`src/rtl/ex_seg_pkg.sv`:
```
// rtl/ex_seg_pkg.sv - shared instruction encodings, widths and classification for the EX stage
package ex_seg_pkg;

  localparam int XLEN      = 32;
  localparam int MUL_ITERS = XLEN;
  localparam int CNT_W     = $clog2(MUL_ITERS + 1);
  localparam logic [XLEN-1:0] NOP_IR = 32'hFFFF_FFFF;

  localparam logic [5:0] OP_RTYPE = 6'h00;
  localparam logic [5:0] OP_J     = 6'h02;
  localparam logic [5:0] OP_BEQZ  = 6'h04;
  localparam logic [5:0] OP_BNEZ  = 6'h05;
  localparam logic [5:0] OP_ADDI  = 6'h08;
  localparam logic [5:0] OP_ANDI  = 6'h0C;
  localparam logic [5:0] OP_ORI   = 6'h0D;
  localparam logic [5:0] OP_XORI  = 6'h0E;
  localparam logic [5:0] OP_LW    = 6'h23;
  localparam logic [5:0] OP_SW    = 6'h2B;

  localparam logic [5:0] F_SLL  = 6'h04;
  localparam logic [5:0] F_SRL  = 6'h06;
  localparam logic [5:0] F_SRA  = 6'h07;
  localparam logic [5:0] F_MULT = 6'h18;
  localparam logic [5:0] F_ADD  = 6'h20;
  localparam logic [5:0] F_SUB  = 6'h22;
  localparam logic [5:0] F_AND  = 6'h24;
  localparam logic [5:0] F_OR   = 6'h25;
  localparam logic [5:0] F_XOR  = 6'h26;
  localparam logic [5:0] F_SLT  = 6'h2A;

  typedef enum logic [2:0] {
    CLS_NOP, CLS_ALUR, CLS_ALUIMM, CLS_LOAD, CLS_STORE, CLS_BRANCH, CLS_JUMP
  } ins_class_e;

  typedef enum logic {MUL_IDLE, MUL_BUSY} mul_state_e;

  function automatic ins_class_e ins_class(input logic [5:0] op, input logic is_nop);
    ins_class_e c;
    c = CLS_NOP;
    if (!is_nop) begin
      case (op)
        OP_RTYPE:                         c = CLS_ALUR;
        OP_ADDI, OP_ANDI, OP_ORI, OP_XORI: c = CLS_ALUIMM;
        OP_LW:                            c = CLS_LOAD;
        OP_SW:                            c = CLS_STORE;
        OP_BEQZ, OP_BNEZ:                 c = CLS_BRANCH;
        OP_J:                             c = CLS_JUMP;
        default:                          c = CLS_NOP;
      endcase
    end
    return c;
  endfunction

  function automatic logic is_mult(input logic [5:0] op, input logic [5:0] func,
                                   input logic is_nop);
    return !is_nop && (op == OP_RTYPE) && (func == F_MULT);
  endfunction

endpackage

```
`src/rtl/ex_seg_mul_iter.sv`:
```
// rtl/ex_seg_mul_iter.sv - fixed-latency radix-2 shift-add multiplier, low XLEN bits of product
module ex_seg_mul_iter
  import ex_seg_pkg::*;
(
  input  logic            clk,
  input  logic            rst,
  input  logic            start,
  input  logic [XLEN-1:0] a_i,
  input  logic [XLEN-1:0] b_i,
  output logic            busy,
  output logic            done,
  output logic [XLEN-1:0] result
);

  mul_state_e       state_q, state_d;
  logic [CNT_W-1:0] cnt_q, cnt_d;
  logic [XLEN-1:0]  acc_q, acc_d;
  logic [XLEN-1:0]  mcand_q, mcand_d;
  logic [XLEN-1:0]  mplier_q, mplier_d;

  always_ff @(negedge clk or negedge rst) begin
    if (!rst) begin
      state_q  <= MUL_IDLE;
      cnt_q    <= '0;
      acc_q    <= '0;
      mcand_q  <= '0;
      mplier_q <= '0;
    end else begin
      state_q  <= state_d;
      cnt_q    <= cnt_d;
      acc_q    <= acc_d;
      mcand_q  <= mcand_d;
      mplier_q <= mplier_d;
    end
  end

  always_comb begin
    state_d  = state_q;
    cnt_d    = cnt_q;
    acc_d    = acc_q;
    mcand_d  = mcand_q;
    mplier_d = mplier_q;
    // The completion cycle doubles as a load slot so back-to-back MULTs lose no cycle.
    if (start && (state_q == MUL_IDLE || done)) begin
      state_d  = MUL_BUSY;
      cnt_d    = '0;
      acc_d    = '0;
      mcand_d  = a_i;
      mplier_d = b_i;
    end else if (done) begin
      state_d = MUL_IDLE;
    end else if (state_q == MUL_BUSY) begin
      if (mplier_q[0]) acc_d = acc_q + mcand_q;
      mcand_d  = mcand_q << 1;
      mplier_d = mplier_q >> 1;
      cnt_d    = cnt_q + CNT_W'(1);
    end
  end

  assign busy   = (state_q == MUL_BUSY);
  assign done   = busy && (cnt_q == CNT_W'(MUL_ITERS));
  assign result = acc_q;

endmodule

```
`src/rtl/ex_seg.sv`:
```
// rtl/ex_seg.sv - execute stage: negedge operand capture, ALU/branch/address mux, MULT stall
module ex_seg
  import ex_seg_pkg::*;
(
  input  logic            clk,
  input  logic            rst,
  input  logic [XLEN-1:0] A_i,
  input  logic [XLEN-1:0] B_i,
  input  logic [XLEN-1:0] Imm_i,
  input  logic [XLEN-1:0] NPC_i,
  input  logic [XLEN-1:0] IR_i,
  output logic [XLEN-1:0] ALUo_Out,
  output logic [XLEN-1:0] B_Out,
  output logic [XLEN-1:0] IR_Out,
  output logic            Cond,
  output logic            Stall
);

  logic [XLEN-1:0] a_q, a_d, b_q, b_d, imm_q, imm_d, npc_q, npc_d, ir_q, ir_d;
  logic            mul_start, mul_busy, mul_done;
  logic [XLEN-1:0] mul_result;
  logic [XLEN-1:0] alu_res;
  logic            alu_cond;
  logic [4:0]      shamt;
  logic [5:0]      op, func;
  logic            stall;

  always_ff @(negedge clk or negedge rst) begin
    if (!rst) begin
      a_q   <= '0;
      b_q   <= '0;
      imm_q <= '0;
      npc_q <= '0;
      ir_q  <= NOP_IR;
    end else begin
      a_q   <= a_d;
      b_q   <= b_d;
      imm_q <= imm_d;
      npc_q <= npc_d;
      ir_q  <= ir_d;
    end
  end

  always_comb begin
    a_d   = stall ? a_q   : A_i;
    b_d   = stall ? b_q   : B_i;
    imm_d = stall ? imm_q : Imm_i;
    npc_d = stall ? npc_q : NPC_i;
    ir_d  = stall ? ir_q  : IR_i;
  end

  // Start is decoded from the incoming word so the multiplier loads on the same edge as the latches.
  assign mul_start = !stall && is_mult(IR_i[31:26], IR_i[5:0], IR_i == NOP_IR);

  ex_seg_mul_iter u_mul (
    .clk    (clk),
    .rst    (rst),
    .start  (mul_start),
    .a_i    (A_i),
    .b_i    (B_i),
    .busy   (mul_busy),
    .done   (mul_done),
    .result (mul_result)
  );

  assign stall = mul_busy && !mul_done;
  assign shamt = b_q[4:0];
  assign op    = ir_q[31:26];
  assign func  = ir_q[5:0];

  always_comb begin
    alu_res  = '0;
    alu_cond = 1'b0;
    case (ins_class(op, ir_q == NOP_IR))
      CLS_ALUR: begin
        case (func)
          F_ADD:  alu_res = a_q + b_q;
          F_SUB:  alu_res = a_q - b_q;
          F_AND:  alu_res = a_q & b_q;
          F_OR:   alu_res = a_q | b_q;
          F_XOR:  alu_res = a_q ^ b_q;
          F_SLL:  alu_res = a_q << shamt;
          F_SRL:  alu_res = a_q >> shamt;
          F_SRA:  alu_res = $unsigned($signed(a_q) >>> shamt);
          F_SLT:  alu_res = {{(XLEN-1){1'b0}}, $signed(a_q) < $signed(b_q)};
          F_MULT: alu_res = mul_result;
          default: alu_res = '0;
        endcase
      end
      CLS_ALUIMM: begin
        case (op)
          OP_ADDI: alu_res = a_q + imm_q;
          OP_ANDI: alu_res = a_q & {16'h0000, imm_q[15:0]};
          OP_ORI:  alu_res = a_q | {16'h0000, imm_q[15:0]};
          OP_XORI: alu_res = a_q ^ {16'h0000, imm_q[15:0]};
          default: alu_res = '0;
        endcase
      end
      CLS_LOAD, CLS_STORE: alu_res = a_q + imm_q;
      CLS_BRANCH: begin
        alu_res  = npc_q + imm_q;
        alu_cond = (op == OP_BEQZ) ? (a_q == '0) : (a_q != '0);
      end
      CLS_JUMP: begin
        alu_res  = npc_q + {{6{ir_q[25]}}, ir_q[25:0]};
        alu_cond = 1'b1;
      end
      default: begin
        alu_res  = '0;
        alu_cond = 1'b0;
      end
    endcase
  end

  always_comb begin
    ALUo_Out = stall ? '0 : alu_res;
    IR_Out   = stall ? NOP_IR : ir_q;
    Cond     = stall ? 1'b0 : alu_cond;
    B_Out    = b_q;
    Stall    = stall;
  end

endmodule

```
`config.mk`:
```
export PLATFORM = sky130hd
export DESIGN_NAME = ex_seg
export DESIGN_NICKNAME = d
export VERILOG_FILES = /design/src/rtl/ex_seg_pkg.sv /design/src/rtl/ex_seg_mul_iter.sv /design/src/rtl/ex_seg.sv
export SDC_FILE = /design/constraint.sdc
export NUM_CORES = 1
export LEC_CHECK = 0
export ABC_AREA = 1
export BUFFER_PORTS_ARGS = -buffer_cell sky130_fd_sc_hd__buf_2
export CELL_PAD_IN_SITES_DETAIL_PLACEMENT = 1
export CELL_PAD_IN_SITES_GLOBAL_PLACEMENT = 2
export CORE_MARGIN = 4
export CORE_UTILIZATION = 35
export CTS_CLUSTER_DIAMETER = 40
export DETAILED_ROUTE_END_ITERATION = 12
export PLACE_DENSITY = 0.88
export SKIP_CTS_REPAIR_TIMING = 1
export SYNTH_ARGS = -nofsm -noshare
export SYNTH_HDL_FRONTEND = slang
export SYNTH_HIERARCHICAL = 1
export SYNTH_SLANG_ARGS = --single-unit
```
`constraint.sdc`:
```
create_clock -name clk -period 9.4 [get_ports clk]
set_clock_uncertainty 0.05 [all_clocks]
set_input_delay 1.88 -clock clk [delete_from_list [all_inputs] [get_ports clk]]
set_output_delay 1.88 -clock clk [all_outputs]
set_load 0.02 [all_outputs]
```
==> results_dict.tcl <==
set metrics [dict create \
    outcome "finished, violations left" \
    violations "setup timing" \
    finalWorstSetupSlack_ns -1.255 \
    r2r-start "u_mul/cnt_q[0]" \
    max_stage_delay_ns 0.53 \
    syn_area_um2 28920 \
    fin_nets 6239 \
    drive_above_1_share_pct 27.32 \
    nFillCells 11044 \
    gp_congestion 1.051 \
    cts_buffers 59 \
    overflow 0 \
    pwr_density_cell_nw_per_um2 124.0 \
    critPathSlowestCell "dfstp_2" \
    die_x_um 295.5 \
    intPower_uw 3191 \
    track_usage_pct 37.82 \
    synth_edf_count 0 \
    crit_type "reg2out" \
    pwr-share-seq_pct 24.0 \
    vias_per_cell 5.530 \
    syn2layout_area_growth_pct 42.59 \
    finalSetupViolations 33 \
    slew_headroom_pct 41.72 \
    arrival_ns 8.72 \
    cts_sinks 263 \
    swShare_pct 37.60 \
    grt_pass1_vias 38109 \
    synth_top_area_share_pct 22.52 \
    core.rowCount 105 \
    hold_start "u_mul/cnt_q[5]" \
    worstPathMaxFanout 7 \
    rsz0062_at_grt "true" \
    final_antenna_net_count 0 \
    vdd_drop_max_v 0.0001447 \
    drc 0 \
    die_h_um 295.5 \
    synth.ff_latch_count 263 \
    boundaryPins 260 \
    grt_max_degree 122 \
    instances_no_fill 6982 \
    core-area_um2 81980 \
    synth_area_leaders "nand2_1, dfrtn_1, ha_1" \
    clkTransAtPathRegs_ns 0.05 \
    antenna_found_initial 7 \
    reg2reg_depth 11 \
    worst_slew_pin_slew_ns 0.8742 \
    drtIter0Drc 3627 \
    yosysSeqAreaShare_pct 22.89 \
    drv_cap 0 \
    holdCritPathClass "reg2reg" \
    synthArstFlopShare_pct 100.0 \
    synth_nets 5263 \
    cts_buffer_depth 3 \
    hold_viol 0 \
    worstSetupStartpointType "register" \
    synth_flop_cell "dfrtn_1" \
    final_core_util_pct 50.31 \
    syn_area_per_cell_um2 5.925 \
    fp.dieArea_um2 87300 \
    critical_path.cell_chain "inv_2 > nor2_2 > nand2_2 > nor2_4 > buf_12 > clkbuf_16 > nand2_1 > o21ai_1 > ha_1 > a21oi_2 > o21ai_2 > a21oi_2 > inv_1 > nand2_1 > nand4_1 > a21oi_4 > nor2_2 > a21oi_2 > buf_6" \
    io_buffers 259 \
    start_util_pct 35.28 \
    ys_warn_count 6 \
    root_buffer "clkbuf_16" \
    drv_slew 0 \
    power_frac_comb_pct 32.2 \
    crit_path_frequent_cell "a21oi_2" \
    power_switching_uw 1922 \
    ys_types 59 \
    wl_per_cell_um 25.16 \
    grt_pass1_wl_mm 246.4 \
    htreeDepth 2 \
    via_count 38608 \
    drt_wl_total_mm 175.7 \
    syn_inst 4881 \
    cts_tree "built" \
    dp_hpwl_mm 138.5 \
    dpl.cell_count 6788 \
    leakagePower_uw 0.02205 \
    p_clk_share_pct 43.8 \
    clock_latency_ns 0.62 \
    min_path_cells 1 \
    firstDrtPassIters 5 \
    end_kind "output pin" \
    cp.required_ns 7.47 \
    worstSetupStartpoint "ir_q[27]" \
    synth_area_leader_cell "nand2_1" \
]
==> cell usage in the layout (no fill, tap or decap), types with 68 or more instances in the layout <==
master	n
nand2_1	1662
buf_4	756
inv_1	643
nand3_1	503
nor2_1	296
dfrtn_1	231
buf_2	229
o21ai_0	222
ha_1	183
a21oi_1	154
o21ai_1	79
nand2_2	68
==> stage by stage <==
stage | setup TNS, ns | setup slack [ns] | hold slack [ns] | total power [uW] | area, um2
finish | -34.90 | -1.255 | 0.3726 | 5113 | 41240
CTS | -40.44 | -1.417 | 0.3754 | 4922 | 39060
detailed placement | -16.01 | -0.6780 | 0.3751 | 2699 | 36870
global route | -39.12 | -1.346 | 0.3892 | 5303 | 41230
global placement | -14.48 | -0.6590 | 0.3625 | 2675 | 36870
floorplan | -0.7170 | -0.09985 | 0.3450 | 1943 | 29140
==> worst max-delay path: cells and delay by family, from the launching register on <==
family / cells / cell delay, ns
AND/OR/NAND/NOR: 7 / 0.75
adder cells (fa/ha/maj): 1 / 0.32
AO/OA/AOI/OAI: 6 / 1.18
flip-flops: 1 / 0.53
buffers and inverters: 5 / 0.55
==> state kept, by name, indices dropped and copies added, names as in the netlist <==
signal          cells
u_mul/cnt_q         6
ir_q               32
imm_q              32
a_q                32
u_mul/mplier_q     32
B_Out              32
u_mul/busy          1
npc_q              32
u_mul/mcand_q      32
u_mul/result       32
==> Yosys cell counts, types with 53 or more instances <==
master and n:
nor2_1 346, clkbuf_1 68, buf_2 84, nand3_1 533, a21oi_1 231, o21ai_0 267
nand2_1 1735, inv_1 627, o211ai_1 56, o21ai_1 53, ha_1 215, dfrtn_1 231
==> layer usage <==
| layer | share of wire (%) | global-route usage (%) | wire length, um | up-vias |
|---|---|---|---|---|
| met5 | 0.0068 | 0 | 12 | - |
| met4 | 6.0 | 18.68 | 10610 | 2 |
| met3 | 8.0 | 5.574 | 14130 | 355 |
| met2 | 43 | 57.08 | 74660 | 1611 |
| met1 | 43 | 52.84 | 76240 | 18957 |
| li1 | - | - | - | 17683 |
==> logic make-up after synthesis <==
group | share of synthesized area [%]
and+or+nand+nor | 40.65
buffers and inverters | 11.62
AOI/OAI and AO/OA | 14.13
DFF | 22.89
adders and majority gates | 9.647
xor gates and xnor gates | 1.030
muxes | 0.03461
==> area by class of cell <==
cell class,count,area [um2],share of cell area [%]
Timing Repair Buffer,1063,8024,19.46
Clock inverter,74,590.6,1.432
Inverter,660,2506,6.077
Clock buffer,69,1608,3.899
Sequential cell,263,6621,16.06
Tap cell,1070,1339,3.246
Multi-Input combinational cell,3778,20540,49.80
Antenna cell,5,12.51,0.03034
==> path summary, 6_finish.rpt <==
| check | endpoint | slack (ns) |
|---|---|---|
| setup reg to reg | a_q[21] | 5.41 |
| hold / removal | u_mul/cnt_q[5] | 0.37 |
| max in group asynchronous | u_mul/mplier_q[12] | 2.50 |
| setup / recovery | ALUo_Out[22] | -1.25 |
| hold reg to reg | u_mul/cnt_q[5] | 0.37 |
| min in group asynchronous | npc_q[28] | 5.76 |
==> power by group through the flow <==
stage / combinational [uW] / clock [uW] / sequential (uW)
global route: 1750 / 2320 / 1230
detailed placement: 1440 / 21.4 / 1240
finish: 1650 / 2240 / 1230
CTS: 1450 / 2250 / 1220
global placement: 1420 / 21.4 / 1240
floorplan: 679 / 21.4 / 1240
(Power assumes the default switching activity.)
